===== src/rtl/itof_rm_pipe_if.sv =====
// itof_rm_pipe_if: operand/result valid-ready channels of the integer-to-binary32 converter
interface itof_rm_pipe_if #(
   parameter int IN_W  = 32,
   parameter int TAG_W = 4
);
   logic             in_valid;
   logic             in_ready;
   logic [IN_W-1:0]  in_data;
   logic             in_unsigned;
   logic [2:0]       in_rm;
   logic [TAG_W-1:0] in_tag;
   logic             out_valid;
   logic             out_ready;
   logic [31:0]      out_data;
   logic             out_nx;
   logic [TAG_W-1:0] out_tag;
   modport master (
      output in_valid, in_data, in_unsigned, in_rm, in_tag, out_ready,
      input  in_ready, out_valid, out_data, out_nx, out_tag
   );
   modport slave (
      input  in_valid, in_data, in_unsigned, in_rm, in_tag, out_ready,
      output in_ready, out_valid, out_data, out_nx, out_tag
   );
endinterface


===== src/rtl/itof_rm_pipe.sv =====
// itof_rm_pipe: 3-stage integer to IEEE-754 binary32 converter with valid/ready flow control.
// ITOF_RM_PIPE_ROUND_MODES_EN enables per-operand rounding modes; otherwise all results use RNE.
module itof_rm_pipe #(
   parameter int IN_W  = 32,
   parameter int TAG_W = 4
) (
   input logic clk,
   input logic rst_n,
   itof_rm_pipe_if.slave io
);
   localparam int LW = $clog2(IN_W + 1);
   localparam int W  = IN_W + 25;
   logic             v1, v2, v3, en1, en2, en3;
   logic             sgn, s1, s2;
   logic [IN_W-1:0]  mag, m1, m2, nrm;
   logic [TAG_W-1:0] t1, t2, t3;
   logic [LW-1:0]    lz, lz2;
   logic [W-1:0]     ext;
   logic [22:0]      man;
   logic [7:0]       ex;
   logic             g, st, inc, z, nx3;
   logic [31:0]      d3;
`ifdef ITOF_RM_PIPE_ROUND_MODES_EN
   logic [2:0]       r1, r2;
`else
   logic             unused_rm;
   assign unused_rm = ^io.in_rm;
`endif
   assign en3         = !v3 || io.out_ready;
   assign en2         = !v2 || en3;
   assign en1         = !v1 || en2;
   assign io.in_ready = en1;
   assign io.out_valid = v3;
   assign io.out_data  = d3;
   assign io.out_nx    = nx3;
   assign io.out_tag   = t3;
   assign sgn = !io.in_unsigned && io.in_data[IN_W-1];
   assign mag = sgn ? -io.in_data : io.in_data;
   // highest set bit wins; an all-zero magnitude reports IN_W
   always_comb begin
      lz = LW'(IN_W);
      for (int i = 0; i < IN_W; i++)
         if (m1[i]) lz = LW'(IN_W - 1 - i);
   end
   // zero padding below the operand makes G and S vanish for narrow inputs
   always_comb begin
      z   = ~|m2;
      nrm = m2 << lz2;
      ext = {nrm, 25'd0};
      man = ext[W-2 -: 23];
      g   = ext[W-25];
      st  = |ext[W-26:0];
      ex  = 8'(127 + IN_W - 1 - int'(lz2));
`ifdef ITOF_RM_PIPE_ROUND_MODES_EN
      inc = (r2 == 3'd1) ? 1'b0 :
            (r2 == 3'd2) ? (g || st) && s2 :
            (r2 == 3'd3) ? (g || st) && !s2 :
            (r2 == 3'd4) ? g :
                           g && (st || man[0]);
`else
      inc = g && (st || man[0]);
`endif
   end
   always_ff @(posedge clk) begin
      if (!rst_n) begin
         v1  <= 1'b0;
         v2  <= 1'b0;
         v3  <= 1'b0;
         d3  <= '0;
         nx3 <= 1'b0;
         t3  <= '0;
      end else begin
         if (en1) v1 <= io.in_valid;
         if (en2) v2 <= v1;
         if (en3) v3 <= v2;
         if (en1 && io.in_valid) begin
            s1 <= sgn;
            m1 <= mag;
            t1 <= io.in_tag;
`ifdef ITOF_RM_PIPE_ROUND_MODES_EN
            r1 <= io.in_rm;
`endif
         end
         if (en2 && v1) begin
            s2  <= s1;
            m2  <= m1;
            lz2 <= lz;
            t2  <= t1;
`ifdef ITOF_RM_PIPE_ROUND_MODES_EN
            r2  <= r1;
`endif
         end
         // carry out of the mantissa rolls into the exponent field
         if (en3 && v2) begin
            d3  <= z ? 32'd0 : {s2, {ex, man} + 31'(inc)};
            nx3 <= !z && (g || st);
            t3  <= t2;
         end
      end
   end
endmodule


===== src/flat_wrapper.sv =====
// flat-port wrapper written by rule: the top's interface ports become plain ports
module itof_rm_pipe_flat 
#(
   parameter int IN_W  = 32,
   parameter int TAG_W = 4
)
  (clk, rst_n, io_in_valid, io_in_data, io_in_unsigned, io_in_rm, io_in_tag, io_out_ready, io_in_ready, io_out_valid, io_out_data, io_out_nx, io_out_tag);
  itof_rm_pipe_if #(.IN_W(IN_W), .TAG_W(TAG_W)) io_i ();
  input logic clk;
  input logic rst_n;
  input wire logic [$bits(io_i.in_valid)-1:0] io_in_valid;
  input wire logic [$bits(io_i.in_data)-1:0] io_in_data;
  input wire logic [$bits(io_i.in_unsigned)-1:0] io_in_unsigned;
  input wire logic [$bits(io_i.in_rm)-1:0] io_in_rm;
  input wire logic [$bits(io_i.in_tag)-1:0] io_in_tag;
  input wire logic [$bits(io_i.out_ready)-1:0] io_out_ready;
  output wire logic [$bits(io_i.in_ready)-1:0] io_in_ready;
  output wire logic [$bits(io_i.out_valid)-1:0] io_out_valid;
  output wire logic [$bits(io_i.out_data)-1:0] io_out_data;
  output wire logic [$bits(io_i.out_nx)-1:0] io_out_nx;
  output wire logic [$bits(io_i.out_tag)-1:0] io_out_tag;
  assign io_i.in_valid = io_in_valid;
  assign io_i.in_data = io_in_data;
  assign io_i.in_unsigned = io_in_unsigned;
  assign io_i.in_rm = io_in_rm;
  assign io_i.in_tag = io_in_tag;
  assign io_i.out_ready = io_out_ready;
  assign io_in_ready = io_i.in_ready;
  assign io_out_valid = io_i.out_valid;
  assign io_out_data = io_i.out_data;
  assign io_out_nx = io_i.out_nx;
  assign io_out_tag = io_i.out_tag;
  itof_rm_pipe #(.IN_W(IN_W), .TAG_W(TAG_W)) u_core (.clk(clk), .rst_n(rst_n), .io(io_i));
endmodule

===== config.mk =====
export PLATFORM = sky130hd
export DESIGN_NAME = itof_rm_pipe_flat
export DESIGN_NICKNAME = d
export VERILOG_FILES = /design/src/rtl/itof_rm_pipe_if.sv /design/src/rtl/itof_rm_pipe.sv /design/src/flat_wrapper.sv
export SDC_FILE = /design/constraint.sdc
export NUM_CORES = 1
export LEC_CHECK = 0
export CORE_ASPECT_RATIO = 1.75
export CORE_MARGIN = 3
export CORE_UTILIZATION = 48
export CTS_CLUSTER_DIAMETER = 40
export DETAILED_ROUTE_END_ITERATION = 6
export GPL_TIMING_DRIVEN = 0
export PLACE_DENSITY = 0.7
export REMOVE_ABC_BUFFERS = 1
export SETUP_SLACK_MARGIN = 0.3
export SYNTH_ARGS = -nofsm -noshare
export SYNTH_HDL_FRONTEND = slang
export SYNTH_SLANG_ARGS = --single-unit

===== constraint.sdc =====
create_clock -name clk -period 7.75 [get_ports clk]
set_clock_uncertainty 0.15 [all_clocks]
set_input_delay 1.55 -clock clk [delete_from_list [all_inputs] [get_ports clk]]
set_output_delay 1.55 -clock clk [all_outputs]
set_load 0.05 [all_outputs]

==> metrics.txt <==
status complete, no violations; IO Port Bufs just under 80; Final period util ~77%; Placement Rows between 50 and 60; Post-synth EDFFs 80; Rel. slew slack ~9%; routed len/inst approximately 20 um; Tot GR Track Use 23.1%; Final WS setup about 1700 ps; Hold Path Stages 0; vias in the first global route roughly 6100; Syn-to-layout area delta 20.1%; Syn Inst Count 730; RSZ-0062 raised after global routing no; cts hold-fix bufs 0; peak per-stage delay on the critical path roughly 1300 ps; CP required about 7900 ps; Worst EP arrival around 6000 ps; max-slew violations 0; final setup vio count 0; CP Max Fanout 32; Hold Violations, Final 0; top_reg_cell synth edfxtp_1; Hold Crit Start u_core.t1[0]; startpoint type of the worst setup path flip-flop; CP Class reg -> reg; CTS Buf Count 17; min cycle time layout 6000 ps; synth warn 0; commonest cells in the netlist edfxtp_1 (80), nand2_1 (62), nor2_1 (48); Post-Place Setup Slack roughly 1800 ps; post-synthesis area per instance between 10 and 15 um^2; synthesis-stage register bit count 120; H-tree levels 4; pwr dens between 150 and 200 nW/um^2; final setup TNS 0 ps; final WL 19800 um; Synth Cell Area about 7500 um^2; Fmax roughly 0.17 GHz; CP Cell Sequence inv_1 > mux4_2 > nand2_1 > o31ai_1 > a211oi_1 > ha_1 > ha_1 > o21a_1 > nor3b_2 > and3_2 > or4b_1 > mux2i_1 > mux2i_1 > a211o_1; Pleak approximately 3.1 nW; Final GP Congestion 0.934; Hold EP u_core.t2[0]; worst hold slack ~270 ps; first-pass GRT wire length around 31000 um; clk buf depth 2; Die ar. ~17000 um^2; DRT Pass-1 Iters 6; Nets ~840; CP top delay family simple AND/OR/NAND/NOR gates; Resize count post-CTS 0; Final HPWL DP ~15000 um; Post-Layout Inst Area approximately 9000 um^2; Buf+Inv Stages, Crit Path 1; chip width 101 um; CTS tree built; GRT Residual Overflow 0; core area around 15000 um^2; flop-to-flop setup slack approximately 1700 ps; Clock Tree Root clkbuf_16; DP Area between 8000 and 9000 um^2; max-cap viol count 0; Residual DRC 0; reg2reg end u_core.io.out_data[26]; Ports just over 80; Clk Latency, worst-skew pair ~420 ps; Unique masters post-synth 69; reg2reg start u_core.lz2[1]; Fill cells ~1300; post-synth top area cell edfxtp_1; setup bufs post-CTS 0; worst-case reg-to-reg path depth 14; pin count of the biggest net entering global routing between 40 and 50; most frequent cell after synthesis edfxtp_1; CTS Sinks 120; Area contributors post-synth edfxtp_1 (32%), dfxtp_1 (11%), mux4_2 (5.1%), mux2i_1 (5.1%), xnor2_1 (3.8%); Max VDD drop about 0.00014 V; initial antenna violation count 0; Die Y-Extent roughly 170 um; vias after detailed routing roughly 6200; ANT cells 0; sequential-to-total area share from yosys stat 42.6%; Initial Utilization between 40% and 50%; area share of the leading cell type in the synthesized netlist a little under a third; crit end category flip-flop; Slew @ Worst Pin approximately 1400 ps; ys async rst share 0%; Initial DRC Count ~420; Routed Antenna Nets 0; CP max-delay cell edfxtp_1; Pwr Total between 1.5 and 2 mW; share of cells above drive strength 1 around a tenth; Worst Hold Class reg -> reg; clk slew on worst S/H paths ~60 ps; Vias/cell ~6.3
[stage by stage]
stage / std cells / utilization [%]
2_1_floorplan: 690 / -
3_3_place_gp: 952 / 54.9
3_5_place_dp: 956 / 55.6
4_1_cts: 988 / 59.5
5_1_grt: 989 / 59.7
6_report: 989 / 59.7
[power by group]
part	total, mW	switching [mW]	leakage (nW)	internal, mW
clock	0.786	0.323	0.288	0.463
sequential	0.737	0.0217	1.08	0.715
combinational	0.155	0.0868	1.73	0.0683
total	1.68	0.431	3.10	1.25
[registers in the layout, indices dropped and copies added, names as in the netlist]
signal / flops
u_core.m2: 32
u_core.lz2: 6
u_core.io.out_tag: 4
u_core.v1: 1
u_core.s1: 1
u_core.io.out_nx: 1
u_core.t1: 4
u_core.io.out_valid: 1
u_core.m1: 32
u_core.io.out_data: 32
u_core.s2: 1
u_core.v2: 1
u_core.t2: 4
[worst max path at each step]
stage                              from                      to  slack [ps]  depth (start not counted)
after floorplan           u_core.lz2[0]  u_core.io.out_data[26]        2290                         14
after global placement    u_core.lz2[0]  u_core.io.out_data[26]        1230                         14
after detailed placement  u_core.lz2[2]  u_core.io.out_data[26]        1830                         14
after CTS                 u_core.lz2[2]  u_core.io.out_data[26]        1800                         14
after global routing      u_core.lz2[1]  u_core.io.out_data[26]        1430                         14
final                     u_core.lz2[1]  u_core.io.out_data[26]        1750                         14
[kinds of logic (layout without fill, tap and decap cells)]
kind of cell             count (synthesis)  in the layout  synth area share [%]
multiplexers                            74             74                  14.0
adder cells (fa/ha/maj)                  5              5                 0.832
XOR/XNOR                                53             53                  6.17
AO/OA/AOI/OAI                          157            157                  14.4
AND/OR/NAND/NOR                        264            264                  18.1
flip-flops                             120            120                  42.6
buffers and inverters                   57            133                  3.89
[metal layers]
layer  part of all wire [%]  track usage [%]  vias to the layer above
met3                    4.4             4.10                       87
met4                    7.1             16.8                        0
li1                       -                -                     2931
met2                     55             43.3                      236
met1                     34             21.7                     2966
met5                      0                0                        -
[layout by cell type (no fill, tap or decap), types with 4 or more instances in the layout]
master / synthesis / final
nor4_1: 21 / 21
or3_1: 4 / 4
clkinv_4: 0 / 4
inv_6: 0 / 5
nor3_1: 29 / 29
ha_1: 5 / 5
o21ai_0: 33 / 33
a21oi_1: 26 / 25
nand2_1: 62 / 62
o21a_1: 5 / 5
nor2_1: 48 / 48
and3_1: 10 / 9
mux2i_1: 38 / 38
mux4_2: 17 / 17
edfxtp_1: 80 / 80
o22ai_1: 11 / 11
clkdlybuf4s50_1: 0 / 79
mux2_2: 14 / 14
nand4_1: 4 / 4
or4_1: 6 / 6
clkbuf_16: 0 / 17
mux4_1: 5 / 5
a31oi_1: 5 / 5
a32oi_1: 5 / 5
nand3_1: 23 / 23
nor3b_1: 4 / 4
o31ai_1: 12 / 12
nor2b_1: 25 / 25
and2_1: 7 / 7
inv_1: 16 / 16
xnor2_1: 33 / 33
xor2_1: 20 / 20
nand2b_1: 8 / 8
a22oi_1: 19 / 19
dfxtp_1: 40 / 40
[cell type report]
type,count,area [um^2],share of cell area (%)
clock buffers,18,439,4.86
well taps,183,229,2.54
clock inverters,14,150,1.66
multi-input cells,553,4040,44.7
repair buffers,84,908,10.1
flip-flops and latches,120,3200,35.5
inverters,17,63.8,0.707
Note: power is estimated with default switching activity, not from simulation.
